### src/rtl/serial_addsub.sv
// rtl/serial_addsub.sv - bit-serial adder/subtractor, one full-adder cell per clock, LSB first
module serial_addsub #(
    parameter int WIDTH = 8
) (
    input  logic             clk,
    input  logic             rst,
    input  logic             start,
    input  logic             sub,
    input  logic [WIDTH-1:0] a,
    input  logic [WIDTH-1:0] b,
    output logic             busy,
    output logic             done,
    output logic [WIDTH-1:0] result,
    output logic             cout,
    output logic             ovf
);

    localparam int CNT_W = (WIDTH > 1) ? $clog2(WIDTH) : 1;
    localparam logic [CNT_W-1:0] LAST_BIT = CNT_W'(WIDTH - 1);

    typedef enum logic [1:0] {
        IDLE = 2'd0,
        RUN  = 2'd1,
        DONE = 2'd2
    } state_t;

    state_t state, state_next;

    logic [WIDTH-1:0] op_a;
    logic [WIDTH-1:0] op_b;
    logic             carry;
    logic [CNT_W-1:0] cnt;

    logic load;
    logic last_bit;

    // Full-adder cell fed from the low bits of the operand shift registers.
    logic cell_x, cell_y, cell_c, cell_s, cell_cy;
    assign cell_x  = op_a[0];
    assign cell_y  = op_b[0];
    assign cell_c  = carry;
    assign cell_s  = cell_x ^ cell_y ^ cell_c;
    assign cell_cy = (cell_x & cell_y) | (cell_x & cell_c) | (cell_y & cell_c);

    assign last_bit = (cnt == LAST_BIT);

    // State register.
    always_ff @(posedge clk or posedge rst) begin
        if (rst) begin
            state <= IDLE;
        end else begin
            state <= state_next;
        end
    end

    // Next-state and status decode; a start is only honoured outside RUN.
    always_comb begin
        state_next = state;
        busy       = 1'b0;
        done       = 1'b0;
        load       = 1'b0;
        case (state)
            IDLE: begin
                if (start) begin
                    load       = 1'b1;
                    state_next = RUN;
                end
            end
            RUN: begin
                busy = 1'b1;
                if (last_bit) begin
                    state_next = DONE;
                end
            end
            DONE: begin
                done = 1'b1;
                if (start) begin
                    load       = 1'b1;
                    state_next = RUN;
                end else begin
                    state_next = IDLE;
                end
            end
            default: begin
                state_next = IDLE;
            end
        endcase
    end

    // Operand load, one cell step per RUN cycle, and final flag capture on the MSB step.
    always_ff @(posedge clk or posedge rst) begin
        if (rst) begin
            op_a   <= '0;
            op_b   <= '0;
            carry  <= 1'b0;
            cnt    <= '0;
            result <= '0;
            cout   <= 1'b0;
            ovf    <= 1'b0;
        end else if (load) begin
            // Subtraction is a + ~b + 1: invert b and seed the carry with 1.
            op_a  <= a;
            op_b  <= sub ? ~b : b;
            carry <= sub;
            cnt   <= '0;
        end else if (state == RUN) begin
            result <= {cell_s, result[WIDTH-1:1]};
            op_a   <= op_a >> 1;
            op_b   <= op_b >> 1;
            carry  <= cell_cy;
            cnt    <= cnt + 1'b1;
            if (last_bit) begin
                // Signed overflow: carry into the MSB differs from carry out of it.
                cout <= cell_cy;
                ovf  <= cell_c ^ cell_cy;
            end
        end
    end

endmodule

### config.mk
export PLATFORM = sky130hd
export DESIGN_NAME = serial_addsub
export DESIGN_NICKNAME = d
export VERILOG_FILES = /design/src/rtl/serial_addsub.sv
export SDC_FILE = /design/constraint.sdc
export NUM_CORES = 1
export LEC_CHECK = 0
export ABC_AREA = 0
export BUFFER_PORTS_ARGS = -buffer_cell sky130_fd_sc_hd__buf_2
export CAP_MARGIN = 0
export CORE_MARGIN = 1.5
export CORE_UTILIZATION = 25
export CTS_CLUSTER_DIAMETER = 200
export CTS_CLUSTER_SIZE = 30
export DETAILED_ROUTE_END_ITERATION = 7
export PLACE_DENSITY = 0.46
export SKIP_CTS_REPAIR_TIMING = 1
export SYNTH_ARGS = -nofsm -noshare
export SYNTH_HDL_FRONTEND = slang
export SYNTH_SLANG_ARGS = --single-unit
### constraint.sdc
create_clock -name clk -period 2.7 [get_ports clk]
set_input_delay 0.54 -clock clk [delete_from_list [all_inputs] [get_ports clk]]
set_output_delay 0.54 -clock clk [all_outputs]
set_load 0.005 [all_outputs]
## After elaboration in Yosys (flattened, before gate mapping)

Index checks and enable logic that the tools add are counted.

- Logic and storage cells: 47
- Input port bits: 20
- Register bits: 32
- Output and inout bits: 12

- Reductions and logical operators: 6
- $add $sub $neg: 1
- Equal/unequal tests: 5
- Bitwise gates (word level): 10
- Multiplexer cells: 17

Operators with widths:

| cell | number |
|---|---|
| two-way mux 8 bit | 5 |
| inverter 8 bit | 1 |
| two-way mux 1 bit | 7 |
| two-way mux 3 bit | 2 |
| one-hot mux 2 bit (3 select lines) | 1 |
| two-way mux 2 bit | 2 |
| inequality test 2 bit, second input constant | 2 |
| AND reduction 2 bit | 2 |
| adder 3 x 1 -> 3 bit, second input constant | 1 |
| AND 1 bit | 3 |
| equality test 3 bit, second input constant | 1 |
| AND reduction 3 bit | 1 |
| bitwise XOR 1 bit | 3 |
| equality test 2 x 1 -> 1 bit, second input constant | 1 |
| equality test 2 bit, second input constant | 1 |
| logical NOT 2 bit | 1 |
| bitwise OR 1 bit | 2 |
| nonzero test 2 bit | 1 |
| OR reduction 2 bit | 1 |
| inverter 1 bit | 1 |

## Depth between registers and ports, before layout

- Depth in word-level cells: 5
- Depth in mapped cells: 6
- Gate-level depth less buffers: 4

## Worst setup path before layout

Ideal clock, no wire load.

- Path kind: input port to flip-flop
- Start point: input port start
- End point: register state[0]
- Data required time: 2.582 ns
- Setup slack: 1.336 ns
- Setup time: 0.118 ns
- Arrival time: 1.246 ns
- Stages: 5
- Buffers on the path: 3
- Cells stage by stage: nor2b_1 -> buf_2 -> buf_4 -> buf_4 -> a21o_1

- Longest elaborated chain between the ends: 2
- Elaborated cells between the ends (all ways): 4
- Those cells by class: eq/ne (1); mux (2); reduce/logical (1)

RTL lines:

| element | RTL line | RTL |
|---|---|---|
| start: declaration | 7 | `input logic start,` |
| two-way mux 1 bit or inequality test 2 bit (tied branches) | -- |  |
| one-hot mux 2 bit (3 select lines) or AND reduction 2 bit (tied branches) | -- |  |
| end signal: assignment | 52 | `state <= state_next;` |
| end: declaration | 27 | `state_t state, state_next;` |

Several ways; a longest one is shown, not always the timed one.
A chain may end at the register's enable or synchronous reset.

## Worst setup path in the final report

- Start point: register state[1]
- End point: output port busy

- Longest elaborated chain between the ends: 2

RTL lines:

| element | RTL line | RTL |
|---|---|---|
| equality test 2 x 1 -> 1 bit | 62 | `case (state)` |
| two-way mux 1 bit | 62 |  |
| end: declaration | 11 | `output logic busy,` |

Every way passes these cells.

==> results.cfg <==
[sta]
drv_slew = 0
final.period_utilization_pct = 69.55
skew_ps = 6.276
slew_headroom_pct = 47.02
rsz0062_at_grt = false
worst_slew_pin_slew_ps = 791.8
final-setup-viol-count = 0
finalSetupTns_ps = 0
hold_viol = 0
max_freq_mhz = 532.5
min_period_ps = 1878

[global_routing]
grt_use_total_pct = 9.385
grt_util_met3_pct = 3.200
antenna_found_initial = 0
grt_overflow_total = 0
globalRouteMet1Util_pct = 12.27
use_met2_pct = 13.64
top_usage_layer = met2
grt_first_pass_wirelength_um = 4457
grt_pass1_vias = 964
grt_max_degree = 33

[synth]
yosys_warnings = 0
ys_types = 22
synth-seq-cells = 32
syn_area_per_cell_um2 = 12.84
synth_area_um2 = 1464
yosysSeqAreaShare_pct = 54.70
synth_fp_nets = 137
synthCells = 114

[placement]
dp_hpwl_um = 1899
routabilityCongestion = 0.6807
dp_cells = 212
portBuffers = 31

[pwr]
pwr-share-seq_pct = 41.5
p_leak_nw = 0.9008
netSwitchingFraction_pct = 32.29
p_comb_share_pct = 39.6
irDropWorstVdd_mv = 0.4321
power.density_nw_per_um2 = 1145
p_sw_mw = 0.6512
clkPwrFrac_pct = 18.9
intPower_mw = 1.365
finalPower_mw = 2.016

[critical_path]
worst_ep_arrival_time_ps = 1340
critPathMaxStageDelay_ps = 450
reg2reg_slack_ps = 1050
cpMaxStageDelayCell = nor2b_4
cp_data_required_time_ps = 2160
r2r_cells = 3
crit_path_end_kind = output port
path_cells = nor2b_4 > buf_2
rr_endpoint = result[3]$_DFFE_PP0P_
startpoint = state[1]$_DFFE_PP0P_
rr_startpoint = state[1]$_DFFE_PP0P_
cp_top_family = simple AND/OR/NAND/NOR gates
crit_fanout = 20
critPathKind = flip-flop to output port
cp_num_buf_inv = 1
startpoint_type = flip-flop

[die]
die_y_um = 79.52
io_pins = 32
rows = 27
chipWidth_um = 79.52
start_util_pct = 26.26
core-area_um2 = 5574
die_area_um2 = 6323

[final_layout]
syn_to_final_growth_pct = 20.34
layout.nets = 170
drive_above_1_share_pct = 35.37
n_antenna_cell = 0
finalNonFillerCells = 219
fill_cells = 579
multi_input_area_um2 = 589.3
seq_area_um2 = 800.8

[hold_path]
hp-class = primary input to async pin

[detailed_routing]
drt_first_iter_violations = 29
via_per_inst = 4.388
drt_pre_antenna_iters = 2
routedWlPerCell_um = 12.17
drc_errors = 0
wirelength_um = 2666
vias = 961
ant_nets = 0

[cts]
numCtsBuffers = 5
clock-root-buffer = clkbuf_8
clock_tree.htree_level_count = 2
clockBufferDepth = 2
clkSinkCount = 32
cts_tree = done
clk_pin_slew_ps = 60
clk_latency_ps = 270

[outcome]
outcome = finished, final reports clean

[run]
maxCapViolations = 0
[cells by family after synthesis]
family,synth area share [%]
flops,54.70
buf+inv,5.043
mux,13.16
fa+ha+maj,3.077
xor+xnor,5.385
simple gates,4.530
compound gates,14.10
[how the worst max path moves through the flow]
stage                           endpoint  slack, ps  cells after the start
finish                              busy        820                      2
CTS                                 busy        820                      2
detailed placement    cnt[0]$_DFFE_PP0P_        930                      4
global placement      cnt[0]$_DFFE_PP0P_        990                      4
floorplan           state[0]$_DFFE_PP0P_       1340                      5
global route                        busy        740                      2
[layout make-up]
cell class	count	area share [%]
Sequential cell	32	45.45
Inverter	2	0.4261
Multi-Input combinational cell	72	33.45
Tap cell	72	5.114
Timing Repair Buffer	34	10.09
Clock buffer	7	5.469
[synthesized netlist by cell type]
| cell type | count | area, µm² |
|---|---|---|
| nor2_1 | 1 | 3.750 |
| nand2_1 | 8 | 30.03 |
| xor2_1 | 8 | 70.07 |
| buf_8 | 1 | 15.01 |
| buf_4 | 4 | 30.03 |
| mux2i_1 | 8 | 80.08 |
| xnor2_1 | 1 | 8.760 |
| nor2b_4 | 1 | 13.76 |
| a21o_1 | 8 | 60.06 |
| and2_1 | 1 | 6.260 |
| a22o_1 | 11 | 96.34 |
| nor2b_1 | 2 | 12.51 |
| inv_1 | 2 | 7.510 |
| dfrtp_1 | 32 | 800.8 |
| mux2_2 | 10 | 112.6 |
| buf_2 | 2 | 10.01 |
| ha_1 | 2 | 25.02 |
| fa_1 | 1 | 20.02 |
| a21oi_1 | 2 | 10.01 |
| o21ai_0 | 4 | 20.02 |
| o21ai_1 | 4 | 20.02 |
| buf_6 | 1 | 11.26 |
[worst min-delay path, delay by kind of cell]
kind	cells	cell delay, ps
buffers and inverters	3	480
[cells in the final DEF, fill, tap and decap left out, types with 3 or more instances in the layout]
| cell | instances |
|---|---|
| mux2_2 | 10 |
| xor2_1 | 8 |
| o21ai_0 | 4 |
| a22o_1 | 11 |
| o21ai_1 | 4 |
| clkbuf_8 | 7 |
| mux2i_1 | 8 |
| buf_2 | 31 |
| dfrtp_1 | 32 |
| a21o_1 | 8 |
| buf_4 | 3 |
| nand2_1 | 8 |
[flip-flops by register name, indices dropped and copies added, names as in the netlist]
register / flops
ovf: 1
op_b: 8
carry: 1
cnt: 3
result: 8
op_a: 8
cout: 1
state: 2
[power groups by stage]
stage	clock network (mW)	logic, mW	registers [mW]
2_1_floorplan	0	0.651	0.826
3_3_place_gp	0	0.783	0.841
3_5_place_dp	0	0.810	0.849
4_1_cts	0.397	0.816	0.841
5_1_grt	0.423	0.895	0.870
6_report	0.380	0.799	0.837
[metrics by stage]
step / worst slack [ps] / utilization (%) / hold slack, ps / instance area [µm²]
floorplan: 1336 / - / 450.0 / 1464
global placement: 994.2 / 29.88 / 462.1 / 1665
detailed placement: 926.2 / 29.88 / 467.9 / 1665
CTS: 816.7 / 31.60 / 346.5 / 1762
global route: 739.8 / 31.60 / 390.2 / 1762
finish: 822.1 / 31.60 / 336.4 / 1762
[per-layer routing]
layer	routed length, µm	vias to the layer above
li1	-	458
met1	1281	473
met2	1189	26
met3	155	4
met4	40	0
met5	0	-
(Power assumes the default switching activity.)
